## config.mk

```make
export PLATFORM = sky130hd
export DESIGN_NAME = ntt_io_sequencer
export DESIGN_NICKNAME = d
export VERILOG_FILES = /design/src/rtl/ntt_io_sequencer_pkg.sv /design/src/rtl/io_skid_fifo.sv /design/src/rtl/ntt_io_sequencer.sv
export SDC_FILE = /design/constraint.sdc
export NUM_CORES = 1
export LEC_CHECK = 0
export ABC_AREA = 1
export BUFFER_PORTS_ARGS = -buffer_cell sky130_fd_sc_hd__buf_2
export CAP_MARGIN = 20
export CORE_MARGIN = 3
export CORE_UTILIZATION = 45
export CTS_BUF_LIST = sky130_fd_sc_hd__clkbuf_4 sky130_fd_sc_hd__clkbuf_8
export DETAILED_ROUTE_END_ITERATION = 6
export GPL_ROUTABILITY_DRIVEN = 1
export PLACE_DENSITY_LB_ADDON = 0.05
export SLEW_MARGIN = 20
export SYNTH_ARGS = -nofsm -noshare
export SYNTH_HDL_FRONTEND = slang
export SYNTH_SLANG_ARGS = --single-unit
```

## constraint.sdc

```tcl
create_clock -name clk -period 15.55 [get_ports clk]
set_clock_uncertainty 0.1 [all_clocks]
set_input_delay 0 -clock clk [delete_from_list [all_inputs] [get_ports clk]]
set_output_delay 0 -clock clk [all_outputs]
set_load 0.005 [all_outputs]
```

## src/rtl/ntt_io_sequencer_pkg.sv

```systemverilog
// Shared definitions for the NTT job sequencer: bank geometry defaults, state codes
// and the skid FIFO sizing rule (also used by the controller top).
package ntt_io_sequencer_pkg;

    localparam int unsigned N_BANKS_DEF = 257;
    localparam int unsigned DEPTH_DEF   = 256;
    localparam int unsigned BANK_W      = 9;
    localparam int unsigned ADDR_W      = 8;
    localparam int unsigned MOD_W       = 6;
    localparam int unsigned STATE_W     = 3;

    typedef logic [STATE_W-1:0] state_t;

    localparam state_t S_IDLE      = 3'd0;
    localparam state_t S_LOAD      = 3'd1;
    localparam state_t S_KICK      = 3'd2;
    localparam state_t S_WAIT_BUSY = 3'd3;
    localparam state_t S_WAIT_DONE = 3'd4;
    localparam state_t S_UNLOAD    = 3'd5;

    // Reads in flight plus two entries of slack keep the output at one word per cycle.
    function automatic int unsigned fifo_depth(input int unsigned read_latency);
        return read_latency + 2;
    endfunction

endpackage

```

## src/rtl/io_skid_fifo.sv

```systemverilog
// Small registered-output FIFO with an occupancy count, used on the unload read path.
module io_skid_fifo #(
    parameter int unsigned WIDTH = 65,
    parameter int unsigned DEPTH = 3
) (
    input  logic                         clk,
    input  logic                         reset,
    input  logic                         push,
    input  logic [WIDTH-1:0]             din,
    input  logic                         pop,
    output logic [WIDTH-1:0]             dout,
    output logic                         valid,
    output logic [$clog2(DEPTH+1)-1:0]   count
);

    localparam int unsigned CNT_W = $clog2(DEPTH + 1);
    localparam int unsigned PTR_W = (DEPTH > 1) ? $clog2(DEPTH) : 1;
    localparam logic [PTR_W-1:0] LAST_PTR = PTR_W'(DEPTH - 1);

    logic [WIDTH-1:0] mem_q [DEPTH];
    logic [PTR_W-1:0] wr_ptr;
    logic [PTR_W-1:0] rd_ptr;
    logic [CNT_W-1:0] cnt;

    // Pointer and occupancy bookkeeping
    always_ff @(posedge clk) begin
        if (reset) begin
            wr_ptr <= '0;
            rd_ptr <= '0;
            cnt    <= '0;
        end else begin
            if (push) begin
                wr_ptr <= (wr_ptr == LAST_PTR) ? '0 : wr_ptr + PTR_W'(1);
            end
            if (pop) begin
                rd_ptr <= (rd_ptr == LAST_PTR) ? '0 : rd_ptr + PTR_W'(1);
            end
            case ({push, pop})
                2'b10:   cnt <= cnt + CNT_W'(1);
                2'b01:   cnt <= cnt - CNT_W'(1);
                default: cnt <= cnt;
            endcase
        end
    end

    always_ff @(posedge clk) begin
        if (push) begin
            mem_q[wr_ptr] <= din;
        end
    end

    assign valid = (cnt != '0);
    assign dout  = valid ? mem_q[rd_ptr] : '0;
    assign count = cnt;

endmodule

```

## src/rtl/ntt_io_sequencer.sv

```systemverilog
// Job sequencer around the NTT controller: loads one polynomial into the banks, kicks
// the controller, waits for it to finish, then streams the result out with backpressure.
module ntt_io_sequencer
    import ntt_io_sequencer_pkg::*;
#(
    parameter int unsigned COEFF_W      = 64,
    parameter int unsigned N_BANKS      = N_BANKS_DEF,
    parameter int unsigned DEPTH        = DEPTH_DEF,
    parameter int unsigned READ_LATENCY = 1
) (
    input  logic               clk,
    input  logic               reset,
    input  logic               job_start,
    input  logic [5:0]         job_mod_idx,
    input  logic               in_valid,
    output logic               in_ready,
    input  logic [COEFF_W-1:0] in_data,
    output logic               out_valid,
    input  logic               out_ready,
    output logic [COEFF_W-1:0] out_data,
    output logic               out_last,
    output logic               mem_own,
    output logic [8:0]         mem_bank,
    output logic [7:0]         mem_addr,
    output logic               mem_we,
    output logic [COEFF_W-1:0] mem_wdata,
    input  logic [COEFF_W-1:0] mem_rdata,
    output logic               ctrl_start,
    output logic [5:0]         ctrl_mod_idx,
    input  logic               ctrl_done,
    output logic               busy,
    output logic               job_done
);

    localparam int unsigned FIFO_DEPTH = fifo_depth(READ_LATENCY);
    localparam int unsigned FIFO_W     = COEFF_W + 1;
    localparam int unsigned CNT_W      = $clog2(FIFO_DEPTH + 1);
    localparam logic [BANK_W-1:0] LAST_BANK  = BANK_W'(N_BANKS - 1);
    localparam logic [ADDR_W-1:0] LAST_ADDR  = ADDR_W'(DEPTH - 1);
    localparam logic [CNT_W:0]    FIFO_LIMIT = (CNT_W + 1)'(FIFO_DEPTH);

    state_t                  state;
    state_t                  state_nx;
    logic [BANK_W-1:0]       bank_q;
    logic [ADDR_W-1:0]       addr_q;
    logic [MOD_W-1:0]        mod_idx_q;
    logic                    issue_done_q;
    logic [READ_LATENCY-1:0] rd_vld_pipe;
    logic [READ_LATENCY-1:0] rd_last_pipe;
    logic [CNT_W-1:0]        inflight_q;
    logic                    job_done_q;

    logic                    at_last;
    logic                    clr_cnt;
    logic                    issue;
    logic                    advance;
    logic                    push;
    logic                    pop;
    logic                    out_hs_last;
    logic [FIFO_W-1:0]       fifo_dout;
    logic                    fifo_valid;
    logic [CNT_W-1:0]        fifo_count;
    logic [CNT_W:0]          credits_used;

    assign at_last      = (bank_q == LAST_BANK) && (addr_q == LAST_ADDR);
    assign credits_used = {1'b0, fifo_count} + {1'b0, inflight_q};

    always_ff @(posedge clk) begin
        if (reset) begin
            state <= S_IDLE;
        end else begin
            state <= state_nx;
        end
    end

    // Next state plus the decoded per-state strobes
    always_comb begin
        state_nx   = state;
        in_ready   = 1'b0;
        mem_own    = 1'b0;
        mem_we     = 1'b0;
        ctrl_start = 1'b0;
        issue      = 1'b0;
        clr_cnt    = 1'b0;
        case (state)
            S_IDLE: begin
                if (job_start) begin
                    state_nx = S_LOAD;
                    clr_cnt  = 1'b1;
                end
            end
            S_LOAD: begin
                mem_own  = 1'b1;
                in_ready = 1'b1;
                mem_we   = in_valid && !reset;
                if (in_valid && at_last) begin
                    state_nx = S_KICK;
                end
            end
            S_KICK: begin
                ctrl_start = 1'b1;
                state_nx   = S_WAIT_BUSY;
            end
            S_WAIT_BUSY: begin
                // The controller's idle level is still high right after the kick.
                if (!ctrl_done) begin
                    state_nx = S_WAIT_DONE;
                end
            end
            S_WAIT_DONE: begin
                if (ctrl_done) begin
                    state_nx = S_UNLOAD;
                    clr_cnt  = 1'b1;
                end
            end
            S_UNLOAD: begin
                mem_own = 1'b1;
                issue   = !issue_done_q && (credits_used < FIFO_LIMIT);
                if (out_hs_last) begin
                    state_nx = S_IDLE;
                end
            end
            default: state_nx = S_IDLE;
        endcase
    end

    assign advance = mem_we || issue;

    // Bank is the inner loop, address the outer; both wrap after the last word
    always_ff @(posedge clk) begin
        if (reset || clr_cnt) begin
            bank_q <= '0;
            addr_q <= '0;
        end else if (advance) begin
            if (bank_q == LAST_BANK) begin
                bank_q <= '0;
                addr_q <= (addr_q == LAST_ADDR) ? '0 : addr_q + ADDR_W'(1);
            end else begin
                bank_q <= bank_q + BANK_W'(1);
            end
        end
    end

    always_ff @(posedge clk) begin
        if (reset || clr_cnt) begin
            issue_done_q <= 1'b0;
        end else if (issue && at_last) begin
            issue_done_q <= 1'b1;
        end
    end

    always_ff @(posedge clk) begin
        if (reset) begin
            mod_idx_q <= '0;
        end else if ((state == S_IDLE) && job_start) begin
            mod_idx_q <= job_mod_idx;
        end
    end

    // Read-return tracking: a valid/last tag per outstanding read
    always_ff @(posedge clk) begin
        if (reset) begin
            rd_vld_pipe  <= '0;
            rd_last_pipe <= '0;
        end else begin
            rd_vld_pipe[0]  <= issue;
            rd_last_pipe[0] <= issue && at_last;
            for (int unsigned i = 1; i < READ_LATENCY; i++) begin
                rd_vld_pipe[i]  <= rd_vld_pipe[i-1];
                rd_last_pipe[i] <= rd_last_pipe[i-1];
            end
        end
    end

    assign push = rd_vld_pipe[READ_LATENCY-1];

    always_ff @(posedge clk) begin
        if (reset) begin
            inflight_q <= '0;
        end else begin
            case ({issue, push})
                2'b10:   inflight_q <= inflight_q + CNT_W'(1);
                2'b01:   inflight_q <= inflight_q - CNT_W'(1);
                default: inflight_q <= inflight_q;
            endcase
        end
    end

    io_skid_fifo #(
        .WIDTH (FIFO_W),
        .DEPTH (FIFO_DEPTH)
    ) u_skid_fifo (
        .clk   (clk),
        .reset (reset),
        .push  (push),
        .din   ({rd_last_pipe[READ_LATENCY-1], mem_rdata}),
        .pop   (pop),
        .dout  (fifo_dout),
        .valid (fifo_valid),
        .count (fifo_count)
    );

    assign out_valid   = fifo_valid;
    assign out_data    = fifo_dout[COEFF_W-1:0];
    assign out_last    = fifo_dout[COEFF_W];
    assign pop         = fifo_valid && out_ready;
    assign out_hs_last = pop && out_last;

    always_ff @(posedge clk) begin
        if (reset) begin
            job_done_q <= 1'b0;
        end else begin
            job_done_q <= out_hs_last;
        end
    end

    assign mem_bank     = mem_own ? bank_q : '0;
    assign mem_addr     = mem_own ? addr_q : '0;
    assign mem_wdata    = mem_we ? in_data : '0;
    assign ctrl_mod_idx = mod_idx_q;
    assign busy         = (state != S_IDLE);
    assign job_done     = job_done_q;

endmodule

```

==> impl_results.md <==
- DRT Pass-1 Iters: 5
- CTS H-tree lvls: 2
- DR vias/cell: 4.78
- Syn Nets: 1156
- Fill count: 1938
- Initial antenna violation count: 1
- Register area: 6660 sq um
- TritonCTS buffer count: 39
- Tightest Pin Transition: 0.964 ns
- Fin crit share: 19.6%
- Hold WC Path Type: in -> reg
- First-pass GRT wire length: 40200 microns
- Ratio of cells with drive above 1 in the final layout: 27.3%
- Core ar.: 22100 sq um
- Synth Flop Type: edfxtp_1
- Dpl hpwl: 15700 microns
- Synth cell count leaders: edfxtp_1 (195), nand2_1 (188), inv_1 (171)
- Synth Instances: 1009
- ANT cells: 0
- Gpl congestion: 0.896
- Pre-CTS setup slack: 13.22 ns
- Max rail drop VDD: 0.0577 mV
- Critical Path RT: 15.92 ns
- Height of the die: 157 microns
- Setup bufs post-CTS: 0
- Leak Pwr: 0.00655 uW
- Initial drt markers: 383
- Worst Setup End Kind: flip-flop
- Die width: 157 microns
- P&R area growth vs syn: 32.7%
- WHS Path Cells: 2
- Final setup TNS: 0 ns
- GRT Overall Usage: 20.4%
- Final count of hold timing violations: 0
- Area occupied by multi-input gates: 2710 sq um
- Die area: 24600 sq um
- PnR worst setup slack: 12.51 ns
- Power density over the cells: 93.8 nW/um^2
- Share of the synthesized area in the top cell type: 57.3%
- Total gr overflow: 0
- Syn_area_per_cell: 10.1 sq um
- # rows: 54
- Post-Syn Area: 10200 sq um
- Rel. slew slack: 35.7%
- Nets: 1548
- Post-layout min period: 3.04 ns
- Hold Path End: u_skid_fifo.mem_q[0][17]
- RR Endpoint: state[2]
- CP Class: reg -> reg
- Top-count cell post-synth: edfxtp_1
- Largest net degree at the start of global routing: 107
- R2R setup slack: 12.51 ns
- I/O pin count: 299
- Seq/Total Area, Yosys: 65.1%
- WL final: 25700 microns
- DR vias: 8147
- #FFs+latches synth: 235
- Startpoint Class: flip-flop
- Core Util, Final: 61.4%
- Yosys warnings: 0
- Post-cts sizing count: 0
- Reg clk slew, reported paths: 0.06 ns
- Status: completed
- Hold_buf cts: 91
- Count of cell types in the netlist: 35
- Largest area contributor in the netlist: edfxtp_1
- Clk_lat worst skew: 0.53 ns
- Worst-path fanout max: 65
- Max-cap violation count: 0
- Antenna-violating nets left: 0
- CTS tree: done
- Starting Density: 46.3%
- Clk root buf: clkbuf_8
- RSZ-0062 raised after global routing: false
- Drt wl/cell: 15.1 microns
- HP Start: mem_rdata[17]
- Synth async-reset ratio: 0%
- Worst R2R Path Depth: 9
- Max clock buf depth: 3
- DRC: 0
- Number of synthesized flops with an enable pin: 195
- Final number of setup-violating endpoints: 0
- Sink Count: 235
- Synth top area cells: edfxtp_1 (57%), dfxtp_1 (7.8%), nand2_1 (6.9%)
- I/O Buffers: 298
- Max Clk Rate: 0.329 GHz
- Slew Viols, Final: 0
- Critical Path AT: 3.41 ns
- Number of global-route vias before repair: 7832
-- where the power goes --
| part | leakage, uW | switching (uW) | internal [uW] |
|---|---|---|---|
| clock network | 0.000371 | 230 | 271 |
| logic | 0.00410 | 42.8 | 43.0 |
| registers | 0.00208 | 2.23 | 684 |
| total | 0.00655 | 275 | 998 |
-- metrics by stage --
step | instance area, sq um | total power [uW] | hold WS [ns] | cells
global route | 13600 | 1330 | 0.0921 | 1703
floorplan | 10200 | 728 | -0.0293 | 1009
CTS | 13600 | 1290 | 0.0796 | 1703
detailed placement | 11900 | 764 | 0.105 | 1549
global placement | 11900 | 763 | 0.102 | 1549
finish | 13600 | 1270 | 0.117 | 1703
-- worst max-delay path, cell delays in order, from the launching register on --
cell and delay (ns):
dfxtp_2 0.33, buf_4 0.65, nand2_1 0.10, nand3_1 0.13, nand3_1 0.11, a21oi_1 0.24, nand3_1 0.09, dlygate4sd3_1 0.56
a21oi_1 0.12, dlygate4sd3_1 0.56
-- cells by family (layout without fill, tap and decap cells) --
family	Yosys count	after routing	share of synthesized area [%]
AND/OR/NAND/NOR	437	437	18.2
flip-flops	235	235	65.1
buffers and inverters	221	635	8.47
AO/OA/AOI/OAI	102	102	6.70
adder cells (fa/ha/maj)	7	7	0.930
XOR/XNOR	7	7	0.600
-- placed cells by master, fill, tap and decap left out, types with 3 or more instances in the layout --
cell and n:
inv_1 167, ha_1 6, dfxtp_1 39, xor2_1 7
inv_2 5, nand4_1 3, o211ai_1 64, clkbuf_4 8
edfxtp_1 195, nor2_1 127, buf_4 8, o21ai_0 11
dlygate4sd3_1 91, clkinv_1 8, a21oi_1 22, buf_2 298
nand2_1 188, nor3_1 11, nor2_2 4, nand2_2 3
clkbuf_8 43, nand3_1 86
-- cell type report --
| class | instances | area share, % |
|---|---|---|
| Clock inverter | 12 | 0.415 |
| Timing Repair Buffer | 398 | 18.2 |
| Multi-Input combinational cell | 553 | 20.0 |
| Clock buffer | 51 | 4.81 |
| Inverter | 174 | 4.87 |
| Tap cell | 280 | 2.58 |
| Sequential cell | 235 | 49.1 |
-- state kept, by name, indices dropped and copies added (netlist names), 3 cells and up, named ones only --
name,cells
state,3
ctrl_mod_idx,6
addr_q,8
bank_q,9
u_skid_fifo.mem_q,195
-- how the worst max path moves through the flow --
stage	depth (start not counted)	to	slack, ns	from
after floorplan	2	u_skid_fifo.mem_q[0][0]	10.0	push
after global placement	10	inflight_q[1]	13.30	u_skid_fifo.count[0]
after detailed placement	10	inflight_q[1]	13.22	u_skid_fifo.count[0]
after CTS	9	state[2]	12.49	flip-flop
after global routing	9	state[2]	12.22	flip-flop
final	9	state[2]	12.51	flip-flop
-- layer usage --
metal	track usage, %	wire (microns)
met2	33.0	12200
met1	28.3	11600
met5	0	7
met4	6.21	532
met3	3.71	1360
No activity file was read; power rests on OpenSTA's default activity.
